## src/rtl/program_fetch_pkg.sv

```systemverilog
// Shared defaults and sizing helpers for the program fetch unit and its queue.
package program_fetch_pkg;

  localparam int PF_ADDR_W     = 16;
  localparam int PF_INS_W      = 32;
  localparam int PF_QDEPTH     = 4;
  localparam int PF_RESET_ADDR = 0;
  localparam int PF_PC_INC     = 1;

  // Pointer width for a power-of-two queue depth.
  function automatic int ptr_w(input int depth);
    return (depth > 1) ? $clog2(depth) : 1;
  endfunction

  localparam int PF_QPTR_W = ptr_w(PF_QDEPTH);

endpackage

```

## src/rtl/fetch_queue.sv

```systemverilog
// Synchronous FIFO with flush; holds fetched {instruction, address} pairs.
module fetch_queue
  import program_fetch_pkg::*;
#(
  parameter int WIDTH = PF_INS_W + PF_ADDR_W,
  parameter int DEPTH = PF_QDEPTH,
  localparam int PW   = ptr_w(DEPTH)
) (
  input  logic             clk,
  input  logic             rst_n,
  input  logic             flush,
  input  logic             push,
  input  logic [WIDTH-1:0] wdata,
  input  logic             pop,
  output logic [WIDTH-1:0] rdata,
  output logic             empty,
  output logic [PW:0]      count
);

  logic [WIDTH-1:0] mem_q [DEPTH];
  logic [PW-1:0]    wr_q, wr_d, rd_q, rd_d;
  logic [PW:0]      cnt_q, cnt_d;
  logic             full, do_push, do_pop;

  assign empty = (cnt_q == '0);
  assign full  = (cnt_q == (PW+1)'(DEPTH));
  assign count = cnt_q;
  assign rdata = mem_q[rd_q];

  // A full queue still accepts a push when the head leaves on the same edge.
  always_comb begin
    do_pop  = pop && !empty;
    do_push = push && (!full || do_pop);
    wr_d    = wr_q;
    rd_d    = rd_q;
    cnt_d   = cnt_q;
    if (flush) begin
      wr_d  = '0;
      rd_d  = '0;
      cnt_d = '0;
    end else begin
      if (do_push) wr_d = wr_q + 1'b1;
      if (do_pop)  rd_d = rd_q + 1'b1;
      cnt_d = cnt_q + (PW+1)'(do_push) - (PW+1)'(do_pop);
    end
  end

  always_ff @(posedge clk) begin
    if (!rst_n) begin
      wr_q  <= '0;
      rd_q  <= '0;
      cnt_q <= '0;
    end else begin
      wr_q  <= wr_d;
      rd_q  <= rd_d;
      cnt_q <= cnt_d;
    end
  end

  always_ff @(posedge clk) begin
    if (do_push && !flush) mem_q[wr_q] <= wdata;
  end

endmodule

```

## src/rtl/program_fetch_unit.sv

```systemverilog
// Instruction prefetcher: issues sequential reads, redirects on jump, and
// buffers returned instructions for decode in a small queue.
module program_fetch_unit
  import program_fetch_pkg::*;
#(
  parameter int ADDR_W     = PF_ADDR_W,
  parameter int INS_W      = PF_INS_W,
  parameter int QDEPTH     = PF_QDEPTH,
  parameter int RESET_ADDR = PF_RESET_ADDR,
  parameter int PC_INC     = PF_PC_INC
) (
  input  logic                    clk,
  input  logic                    reset,
  input  logic                    jmp_en,
  input  logic [ADDR_W-1:0]       jmp_loc,
  output logic                    mem_rd_en,
  output logic [ADDR_W-1:0]       mem_addr,
  input  logic [INS_W-1:0]        mem_rdata,
  output logic                    ins_valid,
  input  logic                    ins_ready,
  output logic [INS_W-1:0]        ins,
  output logic [ADDR_W-1:0]       ins_addr,
  output logic [ptr_w(QDEPTH):0]  q_count
);

  localparam int EW = INS_W + ADDR_W;

  logic [ADDR_W-1:0] pc_q, pc_d, iaddr_q, iaddr_d;
  logic              infl_q, infl_d;
  logic              xfer, fetch_ok, q_empty, q_push;
  logic [EW-1:0]     q_head;

  assign ins_valid = reset && !q_empty && !jmp_en;
  assign xfer      = ins_valid && ins_ready;
  // Response of the pre-jump stream is dropped when a jump lands on it.
  assign q_push    = infl_q && reset && !jmp_en;
  assign {ins, ins_addr} = (reset && !q_empty) ? q_head : '0;

  always_comb begin
    fetch_ok  = (int'(q_count) + int'(infl_q) - int'(xfer)) < QDEPTH;
    mem_rd_en = 1'b0;
    mem_addr  = '0;
    pc_d      = pc_q;
    if (reset) begin
      if (jmp_en) begin
        mem_rd_en = 1'b1;
        mem_addr  = jmp_loc;
        pc_d      = jmp_loc + ADDR_W'(PC_INC);
      end else begin
        mem_addr = pc_q;
        if (fetch_ok) begin
          mem_rd_en = 1'b1;
          pc_d      = pc_q + ADDR_W'(PC_INC);
        end
      end
    end
    infl_d  = mem_rd_en;
    iaddr_d = mem_addr;
  end

  always_ff @(posedge clk) begin
    if (!reset) begin
      pc_q   <= ADDR_W'(RESET_ADDR);
      infl_q <= 1'b0;
    end else begin
      pc_q   <= pc_d;
      infl_q <= infl_d;
    end
  end

  always_ff @(posedge clk) begin
    iaddr_q <= iaddr_d;
  end

  fetch_queue #(
    .WIDTH (EW),
    .DEPTH (QDEPTH)
  ) u_queue (
    .clk   (clk),
    .rst_n (reset),
    .flush (jmp_en),
    .push  (q_push),
    .wdata ({mem_rdata, iaddr_q}),
    .pop   (xfer),
    .rdata (q_head),
    .empty (q_empty),
    .count (q_count)
  );

endmodule
```

## config.mk

```make
export PLATFORM = sky130hd
export DESIGN_NAME = program_fetch_unit
export DESIGN_NICKNAME = d
export VERILOG_FILES = /design/src/rtl/program_fetch_pkg.sv /design/src/rtl/fetch_queue.sv /design/src/rtl/program_fetch_unit.sv
export SDC_FILE = /design/constraint.sdc
export NUM_CORES = 1
export LEC_CHECK = 0
export ABC_AREA = 1
export CORE_AREA = 2 2 153 155
export CTS_CLUSTER_SIZE = 30
export DETAILED_ROUTE_END_ITERATION = 10
export DIE_AREA = 0 0 155 157
export PLACE_DENSITY = 0.69
export SYNTH_ARGS = -nofsm -noshare
export SYNTH_HDL_FRONTEND = slang
export SYNTH_HIERARCHICAL = 1
export SYNTH_SLANG_ARGS = --single-unit
```

## constraint.sdc

```tcl
create_clock -name clk -period 5.21 [get_ports clk]
set_input_delay 1.563 -clock clk [delete_from_list [all_inputs] [get_ports clk]]
set_output_delay 1.563 -clock clk [all_outputs]
set_load 0.03 [all_outputs]
```

==> results by group, run 1 <==
Status
  – Status: complete, no violations

Critical path
  – Slowest-stage cell, CP: clkdlybuf4s50_1
  – Critical R2R Launch: u_queue/count[2]$_SDFF_PP0_
  – Crit-path max FO: 3
  – Max stage delay on crit path: 470 ps
  – Crit path cell chain: clkdlybuf4s50_1, nor3b_4, ha_2, inv_1, ha_1, nand3_2, nand2_1, nand2_1, nand3_1, nand2_1, nand2_1, inv_1, buf_4
  – Crit path required time: 3650 ps
  – Cell mode on critical path: nand2_1
  – CP Capture Type: output port
  – Worst Reg-to-Reg Cells: 15
  – Crit Path Category: input pin to output port
  – Reg-to-Reg End: u_queue/count[2]$_SDFF_PP0_
  – Worst Setup Start Kind: input pin
  – R2R Setup Slk: 2250 ps
  – Delay-heaviest family, CP: buffers and inverters
  – Worst path buffer plus inverter count: 4
  – CP arrival: 3430 ps

Place
  – Pre-CTS setup slack: -184 ps
  – I/O Buffers: between 100 and 150
  – GPL Wtd Cong: 0.856
  – Post-DP HPWL: 12.0 mm
  – Placed cell areas: 11500 um2

Timing
  – Fin Hold WS: 478 ps
  – Final setup viols: 0
  – Least-Margin Pin Slew: 882 ps
  – Final WS setup: about 220 ps
  – Final clock skew: 16.0 ps
  – Period Utilization, post-route: a little over nine tenths
  – Final-report max-slew violation count: 0
  – Unrepaired setup endpoints after global routing: no
  – Relative slew slack: approximately two fifths
  – Min Tclk post-route: 4990 ps
  – Highest Clock Rate: 200 MHz
  – Fin. Hold Viols: 0

Power
  – Total power: 0.00404 W
  – Maximum vdd ir drop: 194 uV
  – Leak: between 4 and 5 nW
  – PwrDens: 327 nW/um2

Floorplanning
  – Area of the die: 24300 um2
  – Die width: 155 um
  – Initial core utilization: approximately 45%
  – Rows: 55
  – Core footprint: 22500 um2
  – # IOs: 121
  – Die Height: 157 um

Cells and area
  – Share of layout cells above drive strength 1: 15.4%
  – ANT cells: 0
  – Area of the multi-input gates: 2690 um2
  – Area occupied by registers: 6610 um2
  – Final Instance Area: ~12000 um2
  – Layout net count: 1133
  – Layout Area Growth over Synthesis: 22.6%
  – Fill cells: 1920

Logic synthesis
  – Post-synthesis cell count: between 900 and 1k
  – Netlist cell types: 38
  – #FFs+latches synth: 234
  – Post-synth EDFFs: 192
  – Post-Syn Nets: 1021
  – Top post-synthesis cells by area: edfxtp_1, dfxtp_1, nor2_1
  – Most frequent cell after synthesis: edfxtp_1
  – Synthesized area: 10100 um2
  – Most frequent cells after synthesis: edfxtp_1, nor2_1, inv_1
  – Synth Flop Type: edfxtp_1
  – Sequential area share after synthesis: roughly two thirds
  – Synth warnings: 6
  – Synth area leader: edfxtp_1
  – Async set-reset flop share out of synthesis: 0%
  – Mapped Avg Cell Area: 10.5 um2
  – Post-synth top area share: 57.2%

CTS
  – CTS tree: yes
  – Clock Sinks: 234
  – Clk Tree Root Cell: clkbuf_16
  – Reg clk slew, reported paths: 60 ps
  – CTS Hold Buffers Added: 0
  – Clock Latency Late Sink: 510 ps
  – CTS max path bufs: 3
  – H-Tree Depth: 1
  – CTS Buf Count: 24

Detailed routing
  – Via count: 6874
  – DR pass1 iterations: 6
  – DRT iter0 DRCs: 426
  – Vias per inst: 5.01
  – DRC: 0
  – Per-cell routed wire length: 14.9 um
  – Final wirelength: just over 20 mm
  – DRT antenna net count: 0

Worst hold path
  – Min-Delay Endpoint: u_queue/mem_q[1][3]$_DFFE_PP_
  – Hold Path Depth: 0
  – Worst hold start: iaddr_q[3]$_DFF_P_
  – Min-delay worst type: flop to flop

GRT
  – Vias in the first global route: 6401
  – Initial antenna violation count: 0
  – Largest net degree at the start of global routing: a little under 100
  – GRT overflow: 0
  – First-pass GRT wire length: between 30 and 40 mm
  – GRT Total Usage: 16.7%

Flow run
  – Max cap viols: 0
==> routing by layer <==
metal | routed length (um) | part of all wire [%] | global-route usage [%]
met4 | 229 | 1.1 | 3.48
met2 | 9720 | 47 | 28.4
met1 | 9370 | 46 | 23.0
met3 | 1150 | 5.6 | 2.62
met5 | 0 | 0 | 0
==> layout make-up <==
class	count	share of cell area [%]
flip-flops and latches	234	53.5
inverters	130	4.01
clock buffers	29	5.26
clock inverters	15	1.34
multi-input cells	546	21.8
well taps	285	2.89
repair buffers	133	11.3
==> sequential cells by signal (all words and copies together), names as in the netlist, named ones only <==
register,cells
iaddr_q,16
infl_q,1
pc_q,16
u_queue/count,3
u_queue/mem_q,192
u_queue/rd_q,2
u_queue/wr_q,2
==> worst reg2reg max path, delay by kind of cell (launching register included) <==
kind | cells | cell delay [ps]
AND/OR/NAND/NOR | 6 | 990
adder cells (fa/ha/maj) | 3 | 850
XOR/XNOR | 1 | 160
buffers and inverters | 5 | 380
flip-flops | 1 | 450
==> repair_timing <==
action,4_1_cts,5_1_grt
setup endpoints to repair,1,1
hold endpoints to repair,0,0
buffers inserted,0,0
gates resized for setup,1,5
pin swaps,1,2
==> layout by cell type (no fill, tap or decap), types with 2 or more instances in the layout <==
master / Yosys / routed
ha_1: 11 / 10
nor2_2: 12 / 12
clkinv_2: 0 / 2
or2_2: 1 / 2
inv_6: 1 / 3
nand3_1: 25 / 24
clkinv_1: 1 / 5
nand3_2: 1 / 2
bufinv_16: 0 / 3
dfxtp_1: 42 / 40
clkdlybuf4s50_1: 0 / 53
nand2_2: 12 / 12
o21ai_0: 107 / 107
nand2_4: 2 / 2
o21ai_1: 15 / 15
inv_2: 5 / 5
nor2_4: 3 / 7
buf_4: 3 / 58
clkbuf_16: 0 / 25
clkbuf_1: 10 / 3
a21oi_1: 11 / 11
edfxtp_1: 192 / 192
buf_12: 2 / 21
nand4_1: 3 / 3
nand2_1: 100 / 100
xor2_1: 4 / 4
nor2_1: 185 / 181
inv_1: 122 / 122
o22ai_1: 48 / 48
==> where the power goes <==
| part | total [W] | switching, W | internal (W) |
|---|---|---|---|
| Clock | 0.00173 | 0.000685 | 0.00105 |
| Combinational | 0.000238 | 0.000140 | 0.0000981 |
| Sequential | 0.00207 | 0.0000156 | 0.00205 |
| Total | 0.00404 | 0.000841 | 0.00320 |
==> stage by stage <==
stage                     utilization (%)  TNS, ps  instances
after CTS                            54.9        0       1372
after detailed placement             51.3     -184       1328
final                                54.9        0       1372
after global placement               51.3    -78.2       1328
after global routing                 54.9        0       1372
after floorplan                         -    -6010        957
==> worst max-delay path by stage <==
stage / startpoint / to / slack, ps / cells past startpoint
2_1_floorplan: reset / u_queue/mem_q[0][0]$_DFFE_PP_ / -30 / 9
3_3_place_gp: reset / mem_rd_en / -80 / 15
3_5_place_dp: reset / mem_rd_en / -180 / 15
4_1_cts: reset / mem_rd_en / 60 / 15
5_1_grt: jmp_en / mem_rd_en / 90 / 13
6_report: jmp_en / mem_rd_en / 220 / 13
==> cell families after synthesis <==
group / Yosys count / share of synthesized area, %
buffers and inverters: 177 / 8.28
xor gates and xnor gates: 4 / 0.347
adders and majority gates: 12 / 1.56
DFF: 234 / 65.5
AOI/OAI and AO/OA: 182 / 9.67
and+or+nand+nor: 348 / 14.6
(Power assumes the default switching activity.)
==> run 2: changes to the inputs <==
--- a/config.mk
+++ b/config.mk
@@ -10,7 +10,7 @@
 export CTS_CLUSTER_SIZE = 30
 export DETAILED_ROUTE_END_ITERATION = 10
 export DIE_AREA = 0 0 155 157
-export PLACE_DENSITY = 0.69
+export PLACE_DENSITY = 0.74
 export SYNTH_ARGS = -nofsm -noshare
 export SYNTH_HDL_FRONTEND = slang
 export SYNTH_HIERARCHICAL = 1
==> results by group, run 2 (same netlist as run 1, synthesis figures left out) <==
Floorplanning
  – Initial core utilization: 44.8% (unchanged)
  – Die width: 155 um (unchanged)
  – Die Height: 157 um (unchanged)
  – Core footprint: 22500 um2 (unchanged)
  – # IOs: 121 (unchanged)
  – Area of the die: 24300 um2 (unchanged)
  – Rows: 55 (unchanged)

Timing
  – Final setup viols: 0 (unchanged)
  – Relative slew slack: 39.5% (-1.6 points)
  – Unrepaired setup endpoints after global routing: no
  – Least-Margin Pin Slew: 907 ps (+25.2 ps)
  – Final-report max-slew violation count: 0 (unchanged)
  – Final WS setup: 188 ps (-30.8 ps)
  – Final clock skew: 13.8 ps (-2.20 ps)
  – Fin. Hold Viols: 0 (unchanged)
  – Highest Clock Rate: 199 MHz (-0.61%)
  – Period Utilization, post-route: 96.4% (+0.59 points)
  – Min Tclk post-route: 5020 ps (+30.8 ps)

Critical path
  – Crit-path max FO: 3 (unchanged)
  – Worst path buffer plus inverter count: 5 (+1)
  – Crit Path Category: input pin to output port
  – Slowest-stage cell, CP: or2_2
  – Max stage delay on crit path: 310 ps (-160 ps)
  – Delay-heaviest family, CP: simple AND/OR/NAND/NOR gates
  – Worst Setup Start Kind: input pin
  – Crit path required time: 3650 ps (about the same)
  – CP arrival: 3460 ps (+30 ps)
  – Cell mode on critical path: nand2_1
  – Crit path cell chain: clkdlybuf4s15_1, inv_2, or2_2, nor3b_4, ha_2, inv_1, ha_1, nand3_2, nand2_1, nand2_1, nand3_1, nand2_1, nand2_1, inv_1, buf_6
  – CP Capture Type: output port

Flow run
  – Max cap viols: 0 (unchanged)

CTS
  – CTS max path bufs: 3 (unchanged)
  – CTS Hold Buffers Added: 0 (unchanged)
  – CTS Buf Count: 24 (unchanged)
  – Clock Latency Late Sink: 510 ps (about the same)
  – Reg clk slew, reported paths: 50 ps (about the same)
  – Clock Sinks: 234 (unchanged)
  – Clk Tree Root Cell: clkbuf_16
  – H-Tree Depth: 1 (unchanged)
  – CTS tree: yes

Cells and area
  – ANT cells: 0 (unchanged)
  – Share of layout cells above drive strength 1: 15.2% (-0.12 points)
  – Final Instance Area: 12400 um2 (+0.15%)
  – Most flops, register: u_queue/mem_q
  – Commonest non-fill, non-tap cell in the layout: edfxtp_1
  – Layout Area Growth over Synthesis: 22.8%
  – Commonest non-fill, non-tap cells in the layout: edfxtp_1, nor2_1, inv_1
  – Layout net count: 1135 (+0.18%)
  – Biggest regs: u_queue/mem_q x192, iaddr_q x16, pc_q x16
  – Max FFs per register: 192 (unchanged)

Detailed routing
  – Vias per inst: 4.99 (-0.42%)
  – Via count: 6855 (-0.28%)
  – DRT iter0 DRCs: 439 (+3.1%)
  – DRC: 0 (unchanged)
  – DRT antenna net count: 0 (unchanged)
  – Final wirelength: 21.1 mm (+2.9%)
  – Per-cell routed wire length: 15.3 um (+2.8%)
  – DR pass1 iterations: 5 (-1)

GRT
  – GRT overflow: 0 (unchanged)
  – Initial antenna violation count: 0 (unchanged)
  – Largest net degree at the start of global routing: 97 (unchanged)
  – Vias in the first global route: 6500 (+1.5%)
  – First-pass GRT wire length: 33.3 mm (+2.5%)
  – GRT Total Usage: 17.1% (+0.38 points)

Place
  – I/O Buffers: 120 (unchanged)
  – Placed cell areas: 11600 um2 (+0.17%)
  – GPL Wtd Cong: 0.897 (+4.8%)
  – Pre-CTS setup slack: -144 ps (+39.7 ps)
  – Post-DP HPWL: 12.3 mm (+2.5%)

Worst hold path
  – Min-delay worst type: flop to flop

Power
  – Leak: 4.87 nW (about the same)
  – PwrDens: 325 nW/um2 (-0.59%)
  – Maximum vdd ir drop: 175 uV (-9.7%)

Status
  – Status: complete, no violations
==> run 2: changes by cell type in the layout (fill, tap and decap cells not counted), sizes merged <==
cell | before | now
clkinv | 8 | 9
clkinvlp | 2 | 4
clkbuf | 30 | 28
inv | 132 | 130
clkdlybuf4s15 | 0 | 1
buf | 79 | 81
==> run 2: power breakdown <==
group | leakage, nW | switching (W) | internal (W)
sequential | 2.09 | 0.0000166 | 0.00205
combinational | 2.40 | 0.000140 | 0.0000983
clock | 0.376 | 0.000688 | 0.00102
total | 4.87 | 0.000845 | 0.00317
==> run 2: worst register-to-register path: stages, from the launching register on <==
cell and delay, ps:
dfxtp_1 460, nor2_1 110, nand2_1 150, inv_1 50
or2_2 330, nor3b_4 200, buf_4 130, buf_4 110
inv_1 40, nand3_1 190, nand2_1 90, ha_1 300
inv_1 40, ha_1 180, fa_1 390, xor2_1 170
nor2_1 50
==> run 2: metal layers <==
| metal | GRT usage, % | share of wire [%] | vias up |
|---|---|---|---|
| met5 | 0 | 0 | - |
| met4 | 4.37 | 1.8 | 0 |
| met3 | 2.81 | 5.4 | 28 |
| met2 | 28.7 | 48 | 176 |
| met1 | 23.4 | 44 | 3219 |
| li1 | - | - | 3432 |
==> run 2: cell type report <==
cell class | count | area [um2]
flip-flops and latches | 234 | 6610
fillers | 1937 | 10100
inverters | 130 | 495
multi-input cells | 546 | 2690
clock inverters | 16 | 161
well taps | 285 | 357
repair buffers | 135 | 1430
clock buffers | 28 | 637
==> run 2: what timing repair did <==
action | in CTS | in global routing
gates resized for setup | 4 | 2
endpoints found under the setup margin | 1 | 1
pin swaps | 3 | 2
buffers inserted | 1 | 0
==> run 2: worst paths after layout <==
kind,cells after the start,from,to,slack [ps]
worst max-delay path,15,reset,mem_rd_en,190
worst min-delay path,0,iaddr_q[0]$_DFF_P_,u_queue/mem_q[0][0]$_DFFE_PP_,480
worst max register to register,16,u_queue/count[1]$_SDFF_PP0_,u_queue/count[2]$_SDFF_PP0_,2120
worst min register to register,0,iaddr_q[0]$_DFF_P_,u_queue/mem_q[0][0]$_DFFE_PP_,480
==> run 2: per-stage QoR <==
stage	util, %	setup TNS [ps]	cells	power [W]	hold WS (ps)
6_report	55.0	0	1374	0.00402	482
5_1_grt	55.0	0	1374	0.00415	503
4_1_cts	55.0	0	1374	0.00405	479
3_5_place_dp	51.3	-144	1329	0.00235	465
3_3_place_gp	51.3	-83.7	1329	0.00234	456
2_1_floorplan	-	-6010	957	0.00223	438
